**src/rtl/axis_adc_ddr_capture.sv**
```systemverilog
// rtl/axis_adc_ddr_capture.sv - multi-channel DDR ADC capture, format, decimate, 2-deep AXIS output FIFO
`timescale 1ns/1ps
module axis_adc_ddr_capture #(
    parameter int DDR_DATA_WIDTH = 7,
    parameter int NUM_CH         = 2,
    parameter int AXIS_CH_WIDTH  = 16
) (
    input  logic                             aclk,
    input  logic                             aresetn,
    input  logic [NUM_CH*DDR_DATA_WIDTH-1:0] adc_dat_in,
    input  logic [15:0]                      cfg_decim,
    input  logic                             cfg_twos_comp,
    input  logic                             cfg_swap_edges,
    output logic [NUM_CH*AXIS_CH_WIDTH-1:0]  m_axis_tdata,
    output logic                             m_axis_tvalid,
    input  logic                             m_axis_tready,
    output logic                             sts_overflow,
    output logic [31:0]                      sts_sample_cnt
);
    localparam int ADC_WIDTH = 2 * DDR_DATA_WIDTH;
    localparam int PIN_W     = NUM_CH * DDR_DATA_WIDTH;
    localparam int BEAT_W    = NUM_CH * AXIS_CH_WIDTH;

    typedef enum logic [1:0] {ST_EMPTY, ST_ONE, ST_FULL} fifo_state_e;

    logic [PIN_W-1:0]  rise_q, fall_neg_q, rise_al_q, fall_al_q;
    logic [BEAT_W-1:0] fmt_d, fmt_q;
    logic              fmt_vld_q;
    fifo_state_e       state_q, state_d;
    logic [BEAT_W-1:0] head_q, head_d, tail_q, tail_d;
    logic [15:0]       dcnt_q, dcnt_d;
    logic              ovf_q, ovf_d;
    logic [31:0]       cnt_q, cnt_d;
    logic              emit, pop;

    always_ff @(posedge aclk) begin
        if (!aresetn) begin
            rise_q    <= '0;
            rise_al_q <= '0;
            fall_al_q <= '0;
        end else begin
            rise_q    <= adc_dat_in;
            rise_al_q <= rise_q;
            fall_al_q <= fall_neg_q;
        end
    end

    // Falling-edge half of each DDR pin; retimed onto posedge above.
    always_ff @(negedge aclk) begin
        if (!aresetn) begin
            fall_neg_q <= '0;
        end else begin
            fall_neg_q <= adc_dat_in;
        end
    end

    for (genvar c = 0; c < NUM_CH; c++) begin : g_ch
        logic [ADC_WIDTH-1:0] raw;
        logic [ADC_WIDTH-1:0] conv;
        for (genvar j = 0; j < DDR_DATA_WIDTH; j++) begin : g_pin
            assign raw[2*j]   = cfg_swap_edges ? fall_al_q[c*DDR_DATA_WIDTH+j]
                                               : rise_al_q[c*DDR_DATA_WIDTH+j];
            assign raw[2*j+1] = cfg_swap_edges ? rise_al_q[c*DDR_DATA_WIDTH+j]
                                               : fall_al_q[c*DDR_DATA_WIDTH+j];
        end
        // Offset-binary to two's complement is an MSB flip.
        assign conv = raw ^ {cfg_twos_comp, {(ADC_WIDTH-1){1'b0}}};
        if (AXIS_CH_WIDTH > ADC_WIDTH) begin : g_ext
            assign fmt_d[c*AXIS_CH_WIDTH +: AXIS_CH_WIDTH] =
                {{(AXIS_CH_WIDTH-ADC_WIDTH){cfg_twos_comp & conv[ADC_WIDTH-1]}}, conv};
        end else begin : g_noext
            assign fmt_d[c*AXIS_CH_WIDTH +: AXIS_CH_WIDTH] = conv;
        end
    end

    always_ff @(posedge aclk) begin
        if (!aresetn) begin
            fmt_q     <= '0;
            fmt_vld_q <= 1'b0;
        end else begin
            fmt_q     <= fmt_d;
            fmt_vld_q <= 1'b1;
        end
    end

    assign emit = fmt_vld_q && (dcnt_q >= cfg_decim);
    assign pop  = (state_q != ST_EMPTY) && m_axis_tready;

    always_comb begin
        state_d = state_q;
        head_d  = head_q;
        tail_d  = tail_q;
        ovf_d   = ovf_q;
        dcnt_d  = dcnt_q;
        cnt_d   = cnt_q + {31'd0, pop};
        if (fmt_vld_q) begin
            dcnt_d = emit ? 16'd0 : dcnt_q + 16'd1;
        end
        case (state_q)
            ST_EMPTY: begin
                if (emit) begin
                    head_d  = fmt_q;
                    state_d = ST_ONE;
                end
            end
            ST_ONE: begin
                case ({emit, pop})
                    2'b11: head_d = fmt_q;
                    2'b10: begin
                        tail_d  = fmt_q;
                        state_d = ST_FULL;
                    end
                    2'b01: state_d = ST_EMPTY;
                    default: ;
                endcase
            end
            ST_FULL: begin
                case ({emit, pop})
                    2'b11: begin
                        head_d = tail_q;
                        tail_d = fmt_q;
                    end
                    2'b01: begin
                        head_d  = tail_q;
                        state_d = ST_ONE;
                    end
                    2'b10: ovf_d = 1'b1;
                    default: ;
                endcase
            end
            default: state_d = ST_EMPTY;
        endcase
    end

    always_ff @(posedge aclk) begin
        if (!aresetn) begin
            state_q <= ST_EMPTY;
            head_q  <= '0;
            tail_q  <= '0;
            dcnt_q  <= '0;
            ovf_q   <= 1'b0;
            cnt_q   <= '0;
        end else begin
            state_q <= state_d;
            head_q  <= head_d;
            tail_q  <= tail_d;
            dcnt_q  <= dcnt_d;
            ovf_q   <= ovf_d;
            cnt_q   <= cnt_d;
        end
    end

    assign m_axis_tdata   = head_q;
    assign m_axis_tvalid  = (state_q != ST_EMPTY);
    assign sts_overflow   = ovf_q;
    assign sts_sample_cnt = cnt_q;

endmodule

```
**config.mk**
```make
export PLATFORM = sky130hd
export DESIGN_NAME = axis_adc_ddr_capture
export DESIGN_NICKNAME = d
export VERILOG_FILES = /design/src/rtl/axis_adc_ddr_capture.sv
export SDC_FILE = /design/constraint.sdc
export NUM_CORES = 1
export LEC_CHECK = 0
export BUFFER_PORTS_ARGS = -buffer_cell sky130_fd_sc_hd__buf_2
export CORE_UTILIZATION = 45
export DETAILED_ROUTE_END_ITERATION = 6
export GPL_ROUTABILITY_DRIVEN = 0
export HOLD_SLACK_MARGIN = 0.15
export RECOVER_POWER = 100
export SLEW_MARGIN = 20
export SYNTH_ARGS = -nofsm -noshare
export SYNTH_HDL_FRONTEND = slang
export SYNTH_SLANG_ARGS = --single-unit
```
**constraint.sdc**
```tcl
create_clock -name aclk -period 8.46 [get_ports aclk]
set_input_delay 0 -clock aclk [delete_from_list [all_inputs] [get_ports aclk]]
set_output_delay 0 -clock aclk [all_outputs]
set_load 0.02 [all_outputs]
```
* Word-level counts from Yosys, hierarchy flattened *
Cells that the tools add are included.

storage, ports and cells
  bits in writable memories = 0
  input port bits = 35
  ROM bits = 0
  memories = 0
  logic and storage cells = 83
  register bits after elaboration = 203
  bits in latches = 0
  output and inout bits = 66

operators by class
  $lt $le $gt $ge = 1
  reduce and logical (&&, ||, !) cells = 11
  muxes and demuxes = 41
  shifts and indexed selects = 0
  multiply operators = 0
  add/sub/neg operators = 2
  bitwise operators = 4
  divide/modulo/power cells = 0
  equality and inequality tests = 12

operators with widths
  kind                   number
  $mux 32                4
  $pmux 32 s3            1
  $pmux 32 s2            1
  $add 32x1->32          1
  $mux 1                 29
  $xor 14x14->14         2
  $add 16x1->16 const B  1
  $ge 16x16->1           1
  $mux 16                1
  $mux 14                1
  $ne 2x2->1 const B     4
  $eq 2x2->1 const B     3
  $pmux 2 s3             1
  $reduce_and 3->1       2
  $eq 2x1->1 const B     2
  $mux 2                 2
  $ne 2x1->1 const B     2
  $pmux 2 s2             1
  $reduce_and 4->1       1
  $reduce_bool 2->1      2
  $ne 3x3->1 const B     1
  $reduce_bool 3->1      1
  $and 1x1->1            2
  $logic_and 1x1->1      2
  3 further kinds        3

* Logic depth before layout (Yosys ltp) *
  depth after elaboration = 6
  mapped depth = 15
  depth with buffers taken out = 12

==> impl_metrics.env <==
export IMPL_synth_distinct_cells=42
export IMPL_tightest_slew_ns=4.19
export IMPL_clkLatencyLatePin_ns=0.45
export IMPL_via_per_inst=4.89
export IMPL_grt_pass1_wl_um=24400
export IMPL_nets=978
export IMPL_synthArstFlopShare=0
export IMPL_power_total_w=0.00180
export IMPL_cp_end_kind="flop"
export IMPL_core_um2=17400
export IMPL_critPathKind="flop to flop"
export IMPL_clockPowerShare=0.427
export IMPL_power_internal_w=0.00140
export IMPL_cts_buffers=17
export IMPL_cp_required_ns=8.70
export IMPL_max_freq_ghz=0.182
export IMPL_routed_wl_um=14500
export IMPL_finalHoldViolCount=0
export IMPL_peakVddDrop_uv=154
export IMPL_dp_hpwl_um=9940
export IMPL_skew_ns=0.0308
export IMPL_antenna_found_initial=0
export IMPL_leakage_nw=3.83
export IMPL_seqPwrFrac=0.534
export IMPL_dr_pass1_iters=4
export IMPL_global_route_overflow_total=0
export IMPL_fin_tns_setup_ns=0
export IMPL_grt_max_degree=116
export IMPL_fill_cells=1618
export IMPL_synth_edf_count=0
export IMPL_drive_gt1_frac=0.0751
export IMPL_cts_resized=0
export IMPL_maxSlewHeadroom=-1.79
export IMPL_violations="max-capacitance violations, max-slew violations"
export IMPL_syn_area_per_cell_um2=9.77
export IMPL_area_growth_pct=15.6
export IMPL_setup_violations=0
export IMPL_holdCritPathClass="input port to flop"
export IMPL_cts_clk_slew_worst_paths_ns=0.07
export IMPL_power_switching_w=0.000394
export IMPL_cts_tree="done"
export IMPL_syn_cell_area_um2=8000
export IMPL_status="finished with violations"
export IMPL_slew_violations=197
export IMPL_synthesis_nets=878
export IMPL_wl_per_cell_um=12.6
export IMPL_cts_max_level=4
export IMPL_combPwrFrac=0.039
export IMPL_arrival_ns=5.75
export IMPL_rows=48
export IMPL_die_h_um=135
export IMPL_clockBufferDepth=2
export IMPL_grt_pass1_vias=5370
export IMPL_diodes=0
export IMPL_hold_ws_ns=0.177
export IMPL_clkSinkCount=198
export IMPL_synth_seq_area_share=0.495
export IMPL_fin_crit_ns=5.51
export IMPL_powerDensity_nw_per_um2=194
export IMPL_worstPathMaxFanout=30
export IMPL_port_buffers=100
export IMPL_detail_route_antenna_nets=0
export IMPL_die_x_um=135
export IMPL_ios=101
export IMPL_ys_flop_type="dfxtp_1"
export IMPL_switching_share=0.220
export IMPL_synth_seq_cells=198
export IMPL_drt_iter0_markers=251
export IMPL_netlist_instances=819
export IMPL_start_util=0.461
export IMPL_track_usage=0.167
export IMPL_fin_util=0.533
export IMPL_cap_violations=4
export IMPL_route_detailed_drc=0
export IMPL_vias=5656
export IMPL_cp_start_kind="flop"
export IMPL_cts_root_buf="clkbuf_16"
export IMPL_yosysWarningCount=0
export IMPL_fin_crit_sh=0.651
export IMPL_die_area_um2=18300
export IMPL_rsz0062_at_grt="false"
routing by layer:
layer / vias up / GRT usage / part of all wire
met5: - / 0 / 0
met4: 0 / 0.0637 / 0.012
li1: 2951 / - / -
met1: 2586 / 0.211 / 0.48
met2: 106 / 0.275 / 0.47
met3: 13 / 0.0389 / 0.036
logic make-up after synthesis:
group,synth area share
compound gates,0.0830
xor+xnor,0.0427
flops,0.495
mux,0.0750
fa+ha+maj,0.0375
simple gates,0.229
buf+inv,0.0374
synthesized netlist by cell type (all sizes together), types with 16 or more instances:
cell      n  area [um2]
nand4    17         106
dfxtp   198        3960
xnor2    25         219
clkbuf   42         158
mux2i    60         601
nor3b    16         120
nand3    17        85.1
and2     72         450
ha       24         300
nor2b    34         213
o211ai   34         255
nand2   111         417
nand2b   37         231
a21boi   33         251
inv      22        82.6
power groups by stage:
stage | clock network (W) | logic, W | registers (W)
floorplan | 0.0000109 | 0.0000488 | 0.000978
global placement | 0.0000109 | 0.0000627 | 0.000980
detailed placement | 0.0000109 | 0.0000650 | 0.000980
CTS | 0.000792 | 0.0000705 | 0.000960
global route | 0.000840 | 0.0000792 | 0.000961
finish | 0.000767 | 0.0000706 | 0.000960
layout by cell type, fill, tap and decap left out, types with 4 or more instances in the layout:
master	n
inv_1	36
and3_1	4
nand3_1	17
mux2i_1	60
nor3b_1	16
a21oi_1	6
inv_4	4
o211ai_1	34
and2_1	32
clkbuf_16	18
a21boi_0	33
dlygate4sd3_1	15
nor2_1	9
ha_1	24
o21ai_0	4
clkbuf_1	68
nor2b_1	34
dfxtp_1	198
nand2b_1	36
and2_0	40
nand4_1	17
clkinv_2	5
o31ai_1	5
xnor2_1	25
buf_2	32
nand2_1	111
xor2_1	14
and4_1	7
path summary, 6_finish.rpt:
check,cells after the start,from,slack (ns),to
worst max-delay path,11,dcnt_q[12],2.95,m_axis_tdata[19]
worst min-delay path,6,m_axis_tready,0.18,state_q[0]
worst max register to register,11,dcnt_q[12],2.95,m_axis_tdata[19]
worst min register to register,1,rise_q[5],0.43,rise_al_q[5]
cell type report:
type	instances	area (um2)	share of cell area
Timing Repair Buffer	117	581	0.0628
Clock buffer	18	450	0.0487
Clock inverter	28	145	0.0157
Tap cell	225	282	0.0304
Sequential cell	198	3960	0.429
Inverter	21	78.8	0.00852
Multi-Input combinational cell	550	3750	0.405
repair_timing:
| item | CTS | global route |
|---|---|---|
| hold endpoints to repair | 18 | 0 |
| hold buffers | 15 | 0 |
| setup buffers | 0 | 0 |
registers in the layout (all words and copies together) (netlist names):
register	count
dcnt_q	16
sts_overflow	1
fall_al_q	14
m_axis_tdata	30
sts_sample_cnt	32
fall_neg_q	14
rise_al_q	14
tail_q	30
fmt_vld_q	1
state_q	2
rise_q	14
fmt_q	30
through the flow:
stage,setup slack [ns],instance area [um2],instances
2_1_floorplan,3.53,8000,819
3_3_place_gp,3.28,8590,1097
3_5_place_dp,3.24,8590,1097
4_1_cts,3.67,9340,1157
5_1_grt,2.50,9250,1157
6_report,2.95,9250,1157
critical path, stage by stage (launching register included):
cell and delay (ns):
dfxtp_1 0.36, ha_1 0.30, nand4_1 0.20, or4_1 0.56, o32a_1 0.34, a21boi_0 1.74, ha_1 0.48, mux2i_1 0.10
nor2_1 0.11, a21oi_1 0.05, a31o_1 0.77, mux2i_1 0.29
Power figures use the tool's default switching activity.
